`config.mk`:
```
export PLATFORM = sky130hd
export DESIGN_NAME = e203_exu_bjp_pipe
export DESIGN_NICKNAME = d
export VERILOG_FILES = /design/src/rtl/e203_exu_bjp_pipe.sv
export SDC_FILE = /design/constraint.sdc
export NUM_CORES = 1
export LEC_CHECK = 0
export ABC_AREA = 1
export BUFFER_PORTS_ARGS = -buffer_cell sky130_fd_sc_hd__buf_4
export CAP_MARGIN = 20
export CORE_MARGIN = 3
export CORE_UTILIZATION = 38
export CTS_CLUSTER_DIAMETER = 40
export DETAILED_ROUTE_END_ITERATION = 16
export PLACE_DENSITY = 0.68
export RECOVER_POWER = 50
export SYNTH_ARGS = -nofsm -noshare
export SYNTH_HDL_FRONTEND = slang
export SYNTH_SLANG_ARGS = --single-unit
```
`constraint.sdc`:
```
create_clock -name clk -period 2.1 [get_ports clk]
set_clock_uncertainty 0.2 [all_clocks]
set_input_delay 0.525 -clock clk [delete_from_list [all_inputs] [get_ports clk]]
set_output_delay 0.525 -clock clk [all_outputs]
set_load 0.005 [all_outputs]
```
`src/rtl/e203_exu_bjp_pipe.sv`:
```
// ---------------------------------------------------------------------------
// e203_exu_bjp_pipe
//
// Branch/jump resolution unit with a single-entry output register stage.
// A request is resolved combinationally. The result is captured on the edge
// that accepts it and presented one cycle later. The stage stays full until
// the consumer takes it. A new request may be accepted on the same edge that
// the held result leaves, so back-to-back traffic has no bubble.
//
// Optional feature macro: E203_BJP_MISPRED_CNT_EN
//   defined   : saturating misprediction counter, counts result handshakes
//               with bjp_o_mispred = 1; bjp_cnt_clr clears it (clear wins).
//   undefined : no counter; bjp_mispred_cnt reads 0, bjp_cnt_clr ignored.
//
// Ports
//   clk, rst_n           clock, asynchronous active-low reset
//   bjp_i_valid/ready    request handshake
//   bjp_i_rs1/rs2        compare operands (JALR base in rs1)
//   bjp_i_imm, bjp_i_pc  sign-extended offset, instruction PC
//   bjp_i_op             0 BEQ 1 BNE 2 BLT 3 BGE 4 BLTU 5 BGEU 6 JAL 7 JALR
//   bjp_i_rv32           1 = 4-byte instruction, 0 = 2-byte
//   bjp_i_bprdt          predicted taken
//   bjp_o_valid/ready    result handshake
//   bjp_o_wbck_wdat/en   link address and write-back enable (jumps only)
//   bjp_o_tgt_pc         resolved next PC
//   bjp_o_cmt_prdt/rslv  predicted / resolved taken
//   bjp_o_mispred        prediction differs from resolution
//   bjp_cnt_clr          synchronous clear of the misprediction counter
//   bjp_mispred_cnt      misprediction count
// ---------------------------------------------------------------------------
module e203_exu_bjp_pipe #(
  parameter int XLEN  = 32,
  parameter int CNT_W = 16
) (
  input  logic             clk,
  input  logic             rst_n,
  input  logic             bjp_i_valid,
  output logic             bjp_i_ready,
  input  logic [XLEN-1:0]  bjp_i_rs1,
  input  logic [XLEN-1:0]  bjp_i_rs2,
  input  logic [XLEN-1:0]  bjp_i_imm,
  input  logic [XLEN-1:0]  bjp_i_pc,
  input  logic [2:0]       bjp_i_op,
  input  logic             bjp_i_rv32,
  input  logic             bjp_i_bprdt,
  output logic             bjp_o_valid,
  input  logic             bjp_o_ready,
  output logic [XLEN-1:0]  bjp_o_wbck_wdat,
  output logic             bjp_o_wbck_en,
  output logic [XLEN-1:0]  bjp_o_tgt_pc,
  output logic             bjp_o_cmt_prdt,
  output logic             bjp_o_cmt_rslv,
  output logic             bjp_o_mispred,
  input  logic             bjp_cnt_clr,
  output logic [CNT_W-1:0] bjp_mispred_cnt
);

  localparam logic [2:0] OP_BEQ  = 3'd0;
  localparam logic [2:0] OP_BNE  = 3'd1;
  localparam logic [2:0] OP_BLT  = 3'd2;
  localparam logic [2:0] OP_BGE  = 3'd3;
  localparam logic [2:0] OP_BLTU = 3'd4;
  localparam logic [2:0] OP_BGEU = 3'd5;
  localparam logic [2:0] OP_JAL  = 3'd6;
  localparam logic [2:0] OP_JALR = 3'd7;

  // Mask that clears bit 0 of the JALR target.
  localparam logic [XLEN-1:0] JALR_MASK = {{(XLEN-1){1'b1}}, 1'b0};

  logic            accept_s;
  logic            handshake_s;
  logic            eq_s;
  logic            lt_s;
  logic            ltu_s;
  logic            rslv_s;
  logic            jump_s;
  logic [XLEN-1:0] seq_pc_s;
  logic [XLEN-1:0] br_tgt_s;
  logic [XLEN-1:0] jalr_sum_s;
  logic [XLEN-1:0] tgt_s;
  logic [XLEN-1:0] wdat_s;

  logic            o_valid_r;
  logic [XLEN-1:0] wdat_r;
  logic            wbck_en_r;
  logic [XLEN-1:0] tgt_r;
  logic            prdt_r;
  logic            rslv_r;
  logic            mispred_r;

  // The stage can take a request when empty or when its entry leaves now.
  assign bjp_i_ready = ~o_valid_r | bjp_o_ready;
  assign accept_s    = bjp_i_valid & bjp_i_ready;
  assign handshake_s = o_valid_r & bjp_o_ready;

  // Resolve the request: compare, pick the next PC, form the link address.
  always_comb begin
    eq_s       = (bjp_i_rs1 == bjp_i_rs2);
    lt_s       = ($signed(bjp_i_rs1) < $signed(bjp_i_rs2));
    ltu_s      = (bjp_i_rs1 < bjp_i_rs2);
    // All sums wrap modulo 2^XLEN; the carry out is intentionally dropped.
    seq_pc_s   = bjp_i_pc + (bjp_i_rv32 ? XLEN'(3'd4) : XLEN'(3'd2));
    br_tgt_s   = bjp_i_pc + bjp_i_imm;
    jalr_sum_s = bjp_i_rs1 + bjp_i_imm;
    rslv_s     = 1'b0;
    jump_s     = 1'b0;
    case (bjp_i_op)
      OP_BEQ:  rslv_s = eq_s;
      OP_BNE:  rslv_s = ~eq_s;
      OP_BLT:  rslv_s = lt_s;
      OP_BGE:  rslv_s = ~lt_s;
      OP_BLTU: rslv_s = ltu_s;
      OP_BGEU: rslv_s = ~ltu_s;
      OP_JAL: begin
        rslv_s = 1'b1;
        jump_s = 1'b1;
      end
      OP_JALR: begin
        rslv_s = 1'b1;
        jump_s = 1'b1;
      end
      default: begin
        rslv_s = 1'b0;
        jump_s = 1'b0;
      end
    endcase
    if (bjp_i_op == OP_JALR) begin
      tgt_s = jalr_sum_s & JALR_MASK;
    end else if (rslv_s) begin
      tgt_s = br_tgt_s;
    end else begin
      tgt_s = seq_pc_s;
    end
    if (jump_s) begin
      wdat_s = seq_pc_s;
    end else begin
      wdat_s = {XLEN{1'b0}};
    end
  end

  // Output register stage: load on accept, empty on a handshake alone.
  always_ff @(posedge clk or negedge rst_n) begin
    if (!rst_n) begin
      o_valid_r <= 1'b0;
      wdat_r    <= {XLEN{1'b0}};
      wbck_en_r <= 1'b0;
      tgt_r     <= {XLEN{1'b0}};
      prdt_r    <= 1'b0;
      rslv_r    <= 1'b0;
      mispred_r <= 1'b0;
    end else if (accept_s) begin
      o_valid_r <= 1'b1;
      wdat_r    <= wdat_s;
      wbck_en_r <= jump_s;
      tgt_r     <= tgt_s;
      prdt_r    <= bjp_i_bprdt;
      rslv_r    <= rslv_s;
      mispred_r <= bjp_i_bprdt ^ rslv_s;
    end else if (handshake_s) begin
      o_valid_r <= 1'b0;
    end else begin
      o_valid_r <= o_valid_r;
    end
  end

  assign bjp_o_valid     = o_valid_r;
  assign bjp_o_wbck_wdat = wdat_r;
  assign bjp_o_wbck_en   = wbck_en_r;
  assign bjp_o_tgt_pc    = tgt_r;
  assign bjp_o_cmt_prdt  = prdt_r;
  assign bjp_o_cmt_rslv  = rslv_r;
  assign bjp_o_mispred   = mispred_r;

`ifdef E203_BJP_MISPRED_CNT_EN
  logic [CNT_W-1:0] cnt_r;

  // Saturating misprediction counter; clear beats a same-cycle increment.
  always_ff @(posedge clk or negedge rst_n) begin
    if (!rst_n) begin
      cnt_r <= {CNT_W{1'b0}};
    end else if (bjp_cnt_clr) begin
      cnt_r <= {CNT_W{1'b0}};
    end else if (handshake_s && mispred_r && (cnt_r != {CNT_W{1'b1}})) begin
      cnt_r <= cnt_r + CNT_W'(1'b1);
    end else begin
      cnt_r <= cnt_r;
    end
  end

  assign bjp_mispred_cnt = cnt_r;
`else
  logic cnt_clr_unused_s;

  assign cnt_clr_unused_s = bjp_cnt_clr;
  assign bjp_mispred_cnt  = {CNT_W{1'b0}};
`endif

endmodule

```
==> out/qor_table.md <==
| Quantity | Reported |
|---|---|
| Outcome | finished with violations |
| Violations in the final reports | setup timing |
| Row Count | 54 |
| Cell type with the highest aggregate area in the netlist | dfrtp_1 |
| Worst-Margin Slew | 0.807 ns |
| WL final | 36.6 mm |
| Antenna Diode Count | 0 |
| TritonCTS clock tree | done |
| Worst hold path class | in2reg |
| Overflow after GRT | 0 |
| Detailed router's first-iteration violation count | 891 |
| Count leader, synth | nand2_1 |
| Setup repair after global routing missed its margin | true |
| Vias | 11.3k |
| Yosys warning count | 0 |
| Share of cells above drive strength 1 | 0.458 |
| Aggregate global-route resource usage | 0.273 |
| Final critical delay including setup and external delays | 2.56 ns |
| Number of detailed-route iterations in the first pass | 5 |
| Critical Path AT | 2.59 ns |
| Classification of the worst setup path | in2reg |
| Wire length on met3 | 2.89 mm |
| Hpwl dp | 28.3 mm |
| Capturing element type of the critical path | register |
| Layout overhead on the synthesized area | 76.7% |
| Slew margin rel. | 0.462 |
| Final GP Congestion | 0.949 |
| Master cell of the clock root buffer | clkbuf_16 |
| Clock tree buffer depth | 2 |
| Final-stage net count | 2104 |
| Final critical-path share of the clock period | 1.22 |
| Total core area | 22000 um2 |
| LEAKAGE | 7.77 nW |
| Setup WS pre-CTS | -0.826 ns |
| Initial antenna violation count | 0 |
| Largest net degree at the start of global routing | 68 |
| Final max-slew violation count | 0 |
| CP Data Required Time | 2.12 ns |
| Reg2reg path depth | 6 |
| Post-DR wirelength/cell | 17.0 um |
| Per-instance average area after synthesis | 6.37 um2 |
| Number of global-route vias before repair | 10.6k |
| Post-synthesis cell type count | 47 |
| I/O pin cnt | 224 |
| Number of vias per cell after detailed routing | 5.24 |
| Number of flops mapped to enable cells by yosys | 0 |
| Clock slew seen by the registers of the worst setup and hold paths | 0.06 ns |
| R2R Path Start | bjp_o_valid |
| Type of element launching the critical path | input pin |
| Die X | 156 um |
| Ranking of synthesized cells by instance count | nand2_1 (393), inv_1 (157), nor2_1 (113), a21oi_1 (106), ha_1 (95) |
| Max Cap Viol | 0 |
| Number of routed nets with antenna violations | 0 |
| Setup slack of the worst register-to-register path | 0.20 ns |
| Maximum level of the CTS H-tree | 3 |
| Met2 layer wire length in the routed design | 17.2 mm |
| Least setup slack across all paths after layout | -0.465 ns |
| Register area share after synthesis | 0.202 |
| Final core occ | 0.688 |
| Final hold slack | 0.231 ns |
| Number of buffers created by CTS | 9 |
| Post-synthesis cell count | 1342 |
| Area share of the largest cell type after synthesis | 0.202 |
| Share of synthesized registers carrying an async set or reset | 1.00 |
| Flip-flop and latch count after synthesis | 69 |
| Height of the chip | 156 um |
| Maximum ir drop on the vdd rail | 333 uV |
| First-pass GRT wire length | 53.3 mm |
| Summed instance area of the synthesized netlist | 8550 um2 |
| Maximum fanout along the worst path | 5 |
| Endpoint of the most critical setup path | bjp_o_tgt_pc[20] |
| Die ar. | 24300 um2 |
| Number of buffers inserted by port buffering | 206 |
| Clock Sink Count | 69 |
| Number of hold violations in the final report | 0 |
| Final setup viols | 52 |
| DRC violations left | 0 |
| Clock latency reported for the late side of the worst-skew pair | 0.33 ns |
| Critical R2R Capture | bjp_o_tgt_pc[1] |
| Effective utilization at floorplan | 0.389 |
| Power per standard cell area | 477 nW/um2 |
| Area contributors post-synth | dfrtp_1 (20%), nand2_1 (17%), ha_1 (14%) |
| Setup crit start | bjp_i_rs1[23] |
| Max Fclk | 0.390 GHz |
| Top Layer Used | met4 |
| Routed metal-1 wire length | 15.6 mm |
| Primary flip-flop cell chosen by synthesis mapping | dfrtp_1 |
## layout make-up
cell class / count / area (um2)
Clock buffer: 10 / 229
Clock inverter: 6 / 87.6
Fill cell: 1787 / 6850
Inverter: 158 / 638
Multi-Input combinational cell: 1087 / 7730
Sequential cell: 69 / 1730
Tap cell: 280 / 350
Timing Repair Buffer: 542 / 4340
Timing Repair inverter: 1 / 6.26
## timing repair
item	in CTS	in global routing
hold buffers	1	0
cloned	1	5
pin swaps	35	94
buffers inserted	13	15
endpoints found under the setup margin	53	58
endpoints found under the hold margin	25	0
gates resized for setup	132	211
## registers in the layout, summed over array words and instances, names as in the netlist
signal / cells
bjp_o_cmt_rslv: 1
bjp_o_wbck_wdat: 32
bjp_o_cmt_prdt: 1
bjp_o_valid: 1
bjp_o_mispred: 1
bjp_o_wbck_en: 1
bjp_o_tgt_pc: 32
## how the worst min path moves through the flow
stage,startpoint,end,slack (ns),depth (start not counted)
6_report,bjp_i_bprdt,bjp_o_mispred,0.23,3
5_1_grt,bjp_i_bprdt,bjp_o_mispred,0.24,3
4_1_cts,bjp_i_bprdt,bjp_o_mispred,0.23,3
3_5_place_dp,bjp_o_tgt_pc[8],bjp_o_tgt_pc[8],0.26,2
3_3_place_gp,bjp_o_tgt_pc[8],bjp_o_tgt_pc[8],0.26,2
2_1_floorplan,rst_n,bjp_o_cmt_prdt,0.03,0
## critical path, stage by stage
cell and delay [ns]:
buf_4 0.12, ha_4 0.28, nand2_4 0.06, nor2_4 0.10, nand4_1 0.13, nor2_4 0.16
nand3_2 0.08, a21oi_2 0.14, nand2_2 0.08, nor2_4 0.10, nand3_4 0.16, nand2_4 0.19
buf_12 0.16, nand2_4 0.05, nand3_2 0.06, nand2_2 0.06, nand2_1 0.06, nand2_1 0.05
## cells in the final DEF (no fill, tap or decap), types with 10 or more instances in the layout
| cell | n |
|---|---|
| a21o_1 | 10 |
| nand3_1 | 56 |
| buf_6 | 33 |
| clkbuf_16 | 12 |
| nand2_1 | 323 |
| nor3_1 | 14 |
| o21ai_1 | 14 |
| o21ai_2 | 20 |
| nor2_4 | 19 |
| nand2_4 | 24 |
| o21bai_1 | 13 |
| ha_4 | 38 |
| nand2_2 | 49 |
| inv_2 | 17 |
| conb_1 | 16 |
| nor2_2 | 11 |
| nor2_1 | 93 |
| ha_1 | 54 |
| nand3_2 | 32 |
| xor2_1 | 28 |
| buf_4 | 487 |
| a21oi_2 | 30 |
| xnor2_1 | 14 |
| nand4_1 | 19 |
| o21ai_0 | 57 |
| a21oi_1 | 75 |
| dfrtp_1 | 69 |
| inv_1 | 131 |
## kinds of logic (layout without fill, tap and decap cells)
group | Yosys count | in the layout | share of synthesized area
compound gates | 243 | 243 | 0.156
other cells | 1 | 16 | 0.000439
buf+inv | 202 | 717 | 0.0983
xor+xnor | 63 | 63 | 0.0645
fa+ha+maj | 98 | 98 | 0.146
simple gates | 666 | 667 | 0.332
flops | 69 | 69 | 0.202
## layer usage
| layer | track usage | vias up |
|---|---|---|
| met5 | 0 | - |
| met4 | 0.0694 | 0 |
| met3 | 0.0255 | 71 |
| met2 | 0.456 | 543 |
| met1 | 0.379 | 5228 |
| li1 | - | 5443 |
## through the flow
stage	cells	setup TNS [ns]	area (um2)	total power, mW
floorplan	1357	-11.46	9000	3.24
global placement	2112	-35.03	13100	4.93
detailed placement	2112	-36.25	13100	4.99
CTS	2141	-12.98	14100	6.78
global route	2153	-22.90	15100	7.63
finish	2153	-16.56	15100	7.21
## report_power, final
| group | internal [mW] | switching [mW] |
|---|---|---|
| Combinational | 1.94 | 1.97 |
| Clock | 1.04 | 0.586 |
| Sequential | 1.53 | 0.143 |
Note: power is estimated with default switching activity, not from simulation.
